## src/rtl/time_display_scanner.sv

```systemverilog
// rtl/time_display_scanner.sv - samples the watch time registers and scans them onto a 6-digit 7-segment display
//
// Purpose:
//   The five time registers are clocked by ripple carries, so they are
//   asynchronous to clk. This block synchronises them and accepts a snapshot
//   only when two consecutive synchronised samples agree. It decodes the
//   thermometer and one-hot codes to decimal digits and multiplexes those
//   digits onto a common-cathode 7-segment display. Any illegal code blanks
//   the time: every digit shows a dash and err is raised.
//
// Parameters:
//   SCAN_DIV    - clk cycles each digit stays enabled (2..65535)
//
// Ports:
//   clk         - in  1   free-running system clock
//   reset       - in  1   asynchronous, active-high reset
//   sec_fine    - in  4   seconds-fine thermometer code (0..4)
//   sec_coarse  - in  12  seconds-coarse one-hot code (bit 11-k -> k)
//   mins_fine   - in  4   minutes-fine thermometer code (0..4)
//   mins_coarse - in  12  minutes-coarse one-hot code (bit 11-k -> k)
//   hours       - in  12  hours one-hot code (index 0 displays as 12)
//   seg         - out 7   segment drive {g,f,e,d,c,b,a}, active-high
//   dig         - out 6   one-hot digit enable, dig[0] = seconds ones
//   dp          - out 1   separator dot, lit on digits 2 and 4
//   err         - out 1   current snapshot holds an illegal code

module time_display_scanner #(
    parameter int unsigned SCAN_DIV = 1000
) (
    input  logic        clk,
    input  logic        reset,
    input  logic [3:0]  sec_fine,
    input  logic [11:0] sec_coarse,
    input  logic [3:0]  mins_fine,
    input  logic [11:0] mins_coarse,
    input  logic [11:0] hours,
    output logic [6:0]  seg,
    output logic [5:0]  dig,
    output logic        dp,
    output logic        err
);

    localparam int unsigned IN_W  = 44;
    localparam int unsigned CNT_W = (SCAN_DIV > 2) ? $clog2(SCAN_DIV) : 1;
    localparam logic [CNT_W-1:0] CNT_LAST = CNT_W'(SCAN_DIV - 1);

    // Internal digit code that never comes out of the BCD split; used for the
    // suppressed leading zero of the hours.
    localparam logic [3:0] DIGIT_BLANK = 4'hF;
    localparam logic [6:0] SEG_DASH    = 7'b1000000;
    localparam logic [6:0] SEG_OFF     = 7'b0000000;

    // ------------------------------------------------------------------
    // Decode helpers
    // ------------------------------------------------------------------

    // Thermometer fills from the MSB: 1000 = 1, 1100 = 2, ...
    function automatic logic fine_legal(input logic [3:0] code);
        logic ok;
        case (code)
            4'b0000, 4'b1000, 4'b1100, 4'b1110, 4'b1111: ok = 1'b1;
            default:                                     ok = 1'b0;
        endcase
        return ok;
    endfunction

    function automatic logic [2:0] fine_value(input logic [3:0] code);
        logic [2:0] v;
        case (code)
            4'b1000: v = 3'd1;
            4'b1100: v = 3'd2;
            4'b1110: v = 3'd3;
            4'b1111: v = 3'd4;
            default: v = 3'd0;
        endcase
        return v;
    endfunction

    // Exactly one bit set: non-zero and clearing the lowest set bit leaves zero.
    function automatic logic coarse_legal(input logic [11:0] code);
        return (code != 12'd0) && ((code & (code - 12'd1)) == 12'd0);
    endfunction

    // Bit (11-k) set gives index k. Only meaningful when the code is legal.
    function automatic logic [3:0] coarse_index(input logic [11:0] code);
        logic [3:0] idx;
        idx = 4'd0;
        for (int k = 0; k < 12; k++) begin
            if (code[11-k]) begin
                idx = 4'(k);
            end
        end
        return idx;
    endfunction

    // Tens/ones of a 0..59 value by constant comparison, no divider.
    function automatic logic [7:0] bcd_split(input logic [5:0] v);
        logic [3:0] tens;
        logic [5:0] rem;
        if      (v >= 6'd50) tens = 4'd5;
        else if (v >= 6'd40) tens = 4'd4;
        else if (v >= 6'd30) tens = 4'd3;
        else if (v >= 6'd20) tens = 4'd2;
        else if (v >= 6'd10) tens = 4'd1;
        else                 tens = 4'd0;
        rem = v - ({2'b00, tens} * 6'd10);
        return {tens, rem[3:0]};
    endfunction

    function automatic logic [6:0] font(input logic [3:0] d);
        logic [6:0] s;
        case (d)
            4'd0:    s = 7'b0111111;
            4'd1:    s = 7'b0000110;
            4'd2:    s = 7'b1011011;
            4'd3:    s = 7'b1001111;
            4'd4:    s = 7'b1100110;
            4'd5:    s = 7'b1101101;
            4'd6:    s = 7'b1111101;
            4'd7:    s = 7'b0000111;
            4'd8:    s = 7'b1111111;
            4'd9:    s = 7'b1101111;
            default: s = SEG_OFF;
        endcase
        return s;
    endfunction

    // ------------------------------------------------------------------
    // Synchroniser and coherence filter
    // ------------------------------------------------------------------
    logic [IN_W-1:0] in_bus;
    logic [IN_W-1:0] s1_q, s2_q, s3_q, snap_q;

    assign in_bus = {hours, mins_coarse, mins_fine, sec_coarse, sec_fine};

    // A ripple carry settles over several flops; two equal consecutive
    // synchronised samples mean the counters were quiet for a full cycle.
    always_ff @(posedge clk or posedge reset) begin
        if (reset) begin
            s1_q   <= '0;
            s2_q   <= '0;
            s3_q   <= '0;
            snap_q <= '0;
        end else begin
            s1_q <= in_bus;
            s2_q <= s1_q;
            s3_q <= s2_q;
            if (s2_q == s3_q) begin
                snap_q <= s2_q;
            end
        end
    end

    // ------------------------------------------------------------------
    // Snapshot decode into six digits
    // ------------------------------------------------------------------
    logic [3:0]  snap_sf, snap_mf;
    logic [11:0] snap_sc, snap_mc, snap_h;
    logic [3:0]  k_sc, k_mc, k_h;
    logic [5:0]  sec_val, min_val;
    logic [3:0]  hr_val;
    logic [7:0]  sec_bcd, min_bcd;
    logic        err_d;
    logic [3:0]  digit_d [6];

    assign snap_sf = snap_q[3:0];
    assign snap_sc = snap_q[15:4];
    assign snap_mf = snap_q[19:16];
    assign snap_mc = snap_q[31:20];
    assign snap_h  = snap_q[43:32];

    always_comb begin
        k_sc    = coarse_index(snap_sc);
        k_mc    = coarse_index(snap_mc);
        k_h     = coarse_index(snap_h);
        sec_val = ({2'b00, k_sc} * 6'd5) + {3'b000, fine_value(snap_sf)};
        min_val = ({2'b00, k_mc} * 6'd5) + {3'b000, fine_value(snap_mf)};
        hr_val  = (k_h == 4'd0) ? 4'd12 : k_h;
        sec_bcd = bcd_split(sec_val);
        min_bcd = bcd_split(min_val);

        err_d = !(fine_legal(snap_sf) && coarse_legal(snap_sc) &&
                  fine_legal(snap_mf) && coarse_legal(snap_mc) &&
                  coarse_legal(snap_h));

        digit_d[0] = sec_bcd[3:0];
        digit_d[1] = sec_bcd[7:4];
        digit_d[2] = min_bcd[3:0];
        digit_d[3] = min_bcd[7:4];
        if (hr_val >= 4'd10) begin
            digit_d[4] = hr_val - 4'd10;
            digit_d[5] = 4'd1;
        end else begin
            digit_d[4] = hr_val;
            digit_d[5] = DIGIT_BLANK;
        end
    end

    logic [3:0] digit_q [6];
    logic       err_q;

    always_ff @(posedge clk or posedge reset) begin
        if (reset) begin
            for (int i = 0; i < 6; i++) begin
                digit_q[i] <= 4'd0;
            end
            err_q <= 1'b0;
        end else begin
            for (int i = 0; i < 6; i++) begin
                digit_q[i] <= digit_d[i];
            end
            err_q <= err_d;
        end
    end

    // ------------------------------------------------------------------
    // Scan counter and registered display outputs
    // ------------------------------------------------------------------
    logic [CNT_W-1:0] scan_cnt_q;
    logic [2:0]       digit_idx_q;
    logic [3:0]       cur_digit;
    logic [6:0]       seg_d;
    logic             dp_d;
    logic [6:0]       seg_q;
    logic [5:0]       dig_q;
    logic             dp_q;

    always_comb begin
        cur_digit = digit_q[0];
        case (digit_idx_q)
            3'd0:    cur_digit = digit_q[0];
            3'd1:    cur_digit = digit_q[1];
            3'd2:    cur_digit = digit_q[2];
            3'd3:    cur_digit = digit_q[3];
            3'd4:    cur_digit = digit_q[4];
            3'd5:    cur_digit = digit_q[5];
            default: cur_digit = DIGIT_BLANK;
        endcase
        seg_d = err_q ? SEG_DASH : font(cur_digit);
        dp_d  = ((digit_idx_q == 3'd2) || (digit_idx_q == 3'd4)) && !err_q;
    end

    // dig/seg/dp follow the index one cycle later, so every digit (including
    // digit 0 right after reset) stays enabled for exactly SCAN_DIV cycles.
    always_ff @(posedge clk or posedge reset) begin
        if (reset) begin
            scan_cnt_q  <= '0;
            digit_idx_q <= 3'd0;
            seg_q       <= 7'd0;
            dig_q       <= 6'd0;
            dp_q        <= 1'b0;
        end else begin
            if (scan_cnt_q == CNT_LAST) begin
                scan_cnt_q  <= '0;
                digit_idx_q <= (digit_idx_q == 3'd5) ? 3'd0 : digit_idx_q + 3'd1;
            end else begin
                scan_cnt_q <= scan_cnt_q + 1'b1;
            end
            dig_q <= 6'b000001 << digit_idx_q;
            seg_q <= seg_d;
            dp_q  <= dp_d;
        end
    end

    assign seg = seg_q;
    assign dig = dig_q;
    assign dp  = dp_q;
    assign err = err_q;

endmodule

```

## config.mk

```make
export PLATFORM = sky130hd
export DESIGN_NAME = time_display_scanner
export DESIGN_NICKNAME = d
export VERILOG_FILES = /design/src/rtl/time_display_scanner.sv
export SDC_FILE = /design/constraint.sdc
export NUM_CORES = 1
export LEC_CHECK = 0
export CORE_MARGIN = 4
export CORE_UTILIZATION = 53
export DETAILED_ROUTE_END_ITERATION = 7
export GPL_TIMING_DRIVEN = 0
export PLACE_DENSITY = 0.74
export SLEW_MARGIN = 20
export SYNTH_ARGS = -nofsm -noshare
export SYNTH_HDL_FRONTEND = slang
export SYNTH_SLANG_ARGS = --single-unit
```

## constraint.sdc

```tcl
create_clock -name clk -period 7.35 [get_ports clk]
set_clock_uncertainty 0.05 [all_clocks]
set_input_delay 1.47 -clock clk [delete_from_list [all_inputs] [get_ports clk]]
set_output_delay 1.47 -clock clk [all_outputs]
set_load 0.02 [all_outputs]
```

==> metrics.yaml <==
status:
  status: "finished clean"
drt:
  drc: 0
  via_per_inst: 5.39
  antenna_left: 0
  wl_per_cell_um: 16.6
  drt_iter0_drc: 255
  vias: 5423
  wirelength_mm: 16.7
  dr.pass1.iters: 4
sta:
  max_slew_margin_pct: 47.1
  drv_slew: 0
  finalSetupViolCount: 0
  rsz0062_at_grt: "no"
  fin_crit_ns: 4.59
  tns_ns: 0
  clock.fmax_mhz: 218
  hold_ws_ns: 0.292
  fin_crit_sh_pct: 62.5
  tightest_slew_ns: 0.794
  hold_viol: 0
worst_setup_path:
  worstPathArrival_ns: 4.93
  path_class: "flip-flop to flip-flop"
  cp_slowest_cell: "or4_1"
  cp_max_fo: 8
  crit_path_end_kind: "flip-flop"
  required_ns: 7.69
  setup.worst_path.start_class: "flip-flop"
  cpMostUsedCell: "ha_1"
  max_stage_delay_ns: 0.54
  crit_chain: "or4_1 > buf_2 > nor2_1 > ha_1 > ha_1 > inv_1 > fa_1 > xnor2_1 > nand2_1 > and4_1 > nor3_1 > ha_1 > inv_1 > fa_1 > xnor2_1"
logic_synthesis:
  yosysSeqAreaShare_pct: 62.9
  synthArstFlopShare_pct: 100
  synth_ff_type: "dfrtp_1"
  yosysUniqueCellTypes: 62
  synth_area_sq_mm: 0.00891
  synth_fp_nets: 765
  ys_warn_count: 0
  ys_ff_latch: 224
  syn_avg_cell_area_sq_um: 13.0
  synth_edf_count: 0
  synthCells: 683
floorplan:
  row_count: 47
  die-height_um: 138
  fp.dieArea_sq_mm: 0.0189
  io_pins: 61
  core_sq_mm: 0.0165
  initial_core_util_pct: 53.9
  die_w_um: 138
power_and_ir_drop:
  cellLeakagePower_uw: 0.00497
  ir_worst_vdd_mv: 0.197
  total_power_uw: 2530
  power_density_mw_per_mm2: 237
run:
  cap_violations: 0
final_layout:
  layout-drive-gt1-share_pct: 12.6
  area_growth_pct: 19.8
  design_area_sq_mm: 0.0107
  final_common_cell: "dfrtp_1"
  layout_common_cells: "224 x dfrtp_1, 60 x clkdlybuf4s50_1, 56 x xor2_1"
  fin_nets: 856
  n_antenna_cell: 0
  fillerInstances: 1193
  instances_no_fill: 1007
grt:
  grt_pass1_vias: 5456
  grt_pass1_wl_mm: 27.6
  antenna_found_initial: 0
  gr-total-overflow: 0
  grt_max_degree: 39
  grt_usage_pct: 18.5
placed_design:
  placed_area_sq_mm: 0.00992
  dp.cells: 969
  gp_congestion: 0.880
  io_buffer_count: 60
  dp_hpwl_mm: 12.1
hold_path:
  min_path_type: "flip-flop to flip-flop"
clock_tree:
  cts.repair.resized: 0
  cts.hold.buffers_added: 0
  h-tree-depth: 1
  clk_pin_slew_worst_paths_ns: 0.06
  cts_made_buffers: 23
  cts_sinks: 224
  clockRootBuffer: "clkbuf_16"
  cts_tree: "built"
  cts_buffer_depth: 3
  post_cts_buffers: 0
  clkLatencyLatePin_ns: 0.50
==> synthesized netlist by cell type (4+ instances only) <==
master | instances | area share [%]
nand3_1 | 14 | 0.79
a211oi_1 | 5 | 0.42
nor3_1 | 18 | 1.0
inv_1 | 30 | 1.3
o31ai_1 | 5 | 0.42
nor2b_1 | 5 | 0.35
o211ai_1 | 4 | 0.34
ha_1 | 32 | 4.5
buf_2 | 8 | 0.45
nand4_1 | 7 | 0.49
clkbuf_1 | 5 | 0.21
xnor2_1 | 11 | 1.1
o21bai_1 | 5 | 0.42
nor4_1 | 15 | 1.1
nand2_1 | 29 | 1.2
a21oi_1 | 17 | 0.95
xor2_1 | 56 | 5.5
or4_1 | 4 | 0.34
a221oi_1 | 4 | 0.39
nand2b_1 | 6 | 0.42
dfrtp_1 | 224 | 63
a22oi_1 | 5 | 0.42
o21ai_0 | 27 | 1.5
a22o_1 | 4 | 0.39
o22ai_1 | 5 | 0.35
mux2_2 | 38 | 4.8
fa_1 | 4 | 0.90
nor2_1 | 45 | 1.9
==> logic make-up (layout without fill, tap and decap cells) <==
| kind of cell | Yosys count | in the layout | synth area share, % |
|---|---|---|---|
| buf+inv | 46 | 150 | 2.05 |
| mux | 41 | 41 | 5.14 |
| other cells | 1 | 1 | 0.0421 |
| fa+ha+maj | 37 | 37 | 5.50 |
| simple gates | 163 | 163 | 9.28 |
| xor+xnor | 70 | 70 | 7.33 |
| compound gates | 101 | 101 | 7.74 |
| flops | 224 | 224 | 62.9 |
==> power by group <==
part,internal [uW],total (uW),switching [uW]
combinational,38.6,73.6,35.0
sequential,1270,1290,21.4
clock,719,1160,444
==> final cells by class <==
type | count | area [sq um] | area share, %
buffer | 14 | 62.6 | 0.586
clock buffer | 26 | 597 | 5.59
clock inverter | 12 | 163 | 1.52
inverter | 32 | 124 | 1.16
multi-input combinational | 413 | 3120 | 29.2
sequential | 224 | 5610 | 52.5
tap | 220 | 275 | 2.58
timing repair buffer | 66 | 728 | 6.82
==> final timing paths <==
path / start / cells after the start / slack (ns) / endpoint
worst max-delay path: snap_q[20] / 15 / 2.76 / digit_q[15]
worst min-delay path: s1_q[42] / 0 / 0.29 / s2_q[42]
worst max register to register: snap_q[20] / 15 / 2.76 / digit_q[15]
worst min register to register: s1_q[42] / 0 / 0.29 / s2_q[42]
max in group asynchronous: reset / 5 / 4.75 / s2_q[38]
min in group asynchronous: reset / 2 / 1.38 / scan_cnt_q[2]
==> routing by layer <==
metal	up-vias	wire, um	global-route usage, %
met4	0	438	5.82
met2	111	8410	31.7
li1	2572	-	-
met5	-	0	0
met3	31	726	2.81
met1	2709	7090	24.3
==> metrics by stage <==
step,util [%],setup slack (ns)
2_1_floorplan,-,2.91
3_3_place_gp,59.2,1.59
3_5_place_dp,60.0,2.77
4_1_cts,64.6,2.75
5_1_grt,64.6,2.48
6_report,64.6,2.76
==> critical path, delay by kind of cell, from the launching register on <==
kind	cells	cell delay, ns
adders and majority gates	5	1.62
and+or+nand+nor	5	1.41
xor gates and xnor gates	2	0.66
DFF	1	0.46
buffers and inverters	3	0.28
==> sequential cells by signal, indices dropped and copies added (netlist names) <==
name         count
scan_cnt_q      10
s1_q            44
snap_q          44
err              1
s2_q            44
dp               1
s3_q            44
digit_q         20
seg              7
digit_idx_q      3
dig              6
(Power assumes the default switching activity.)
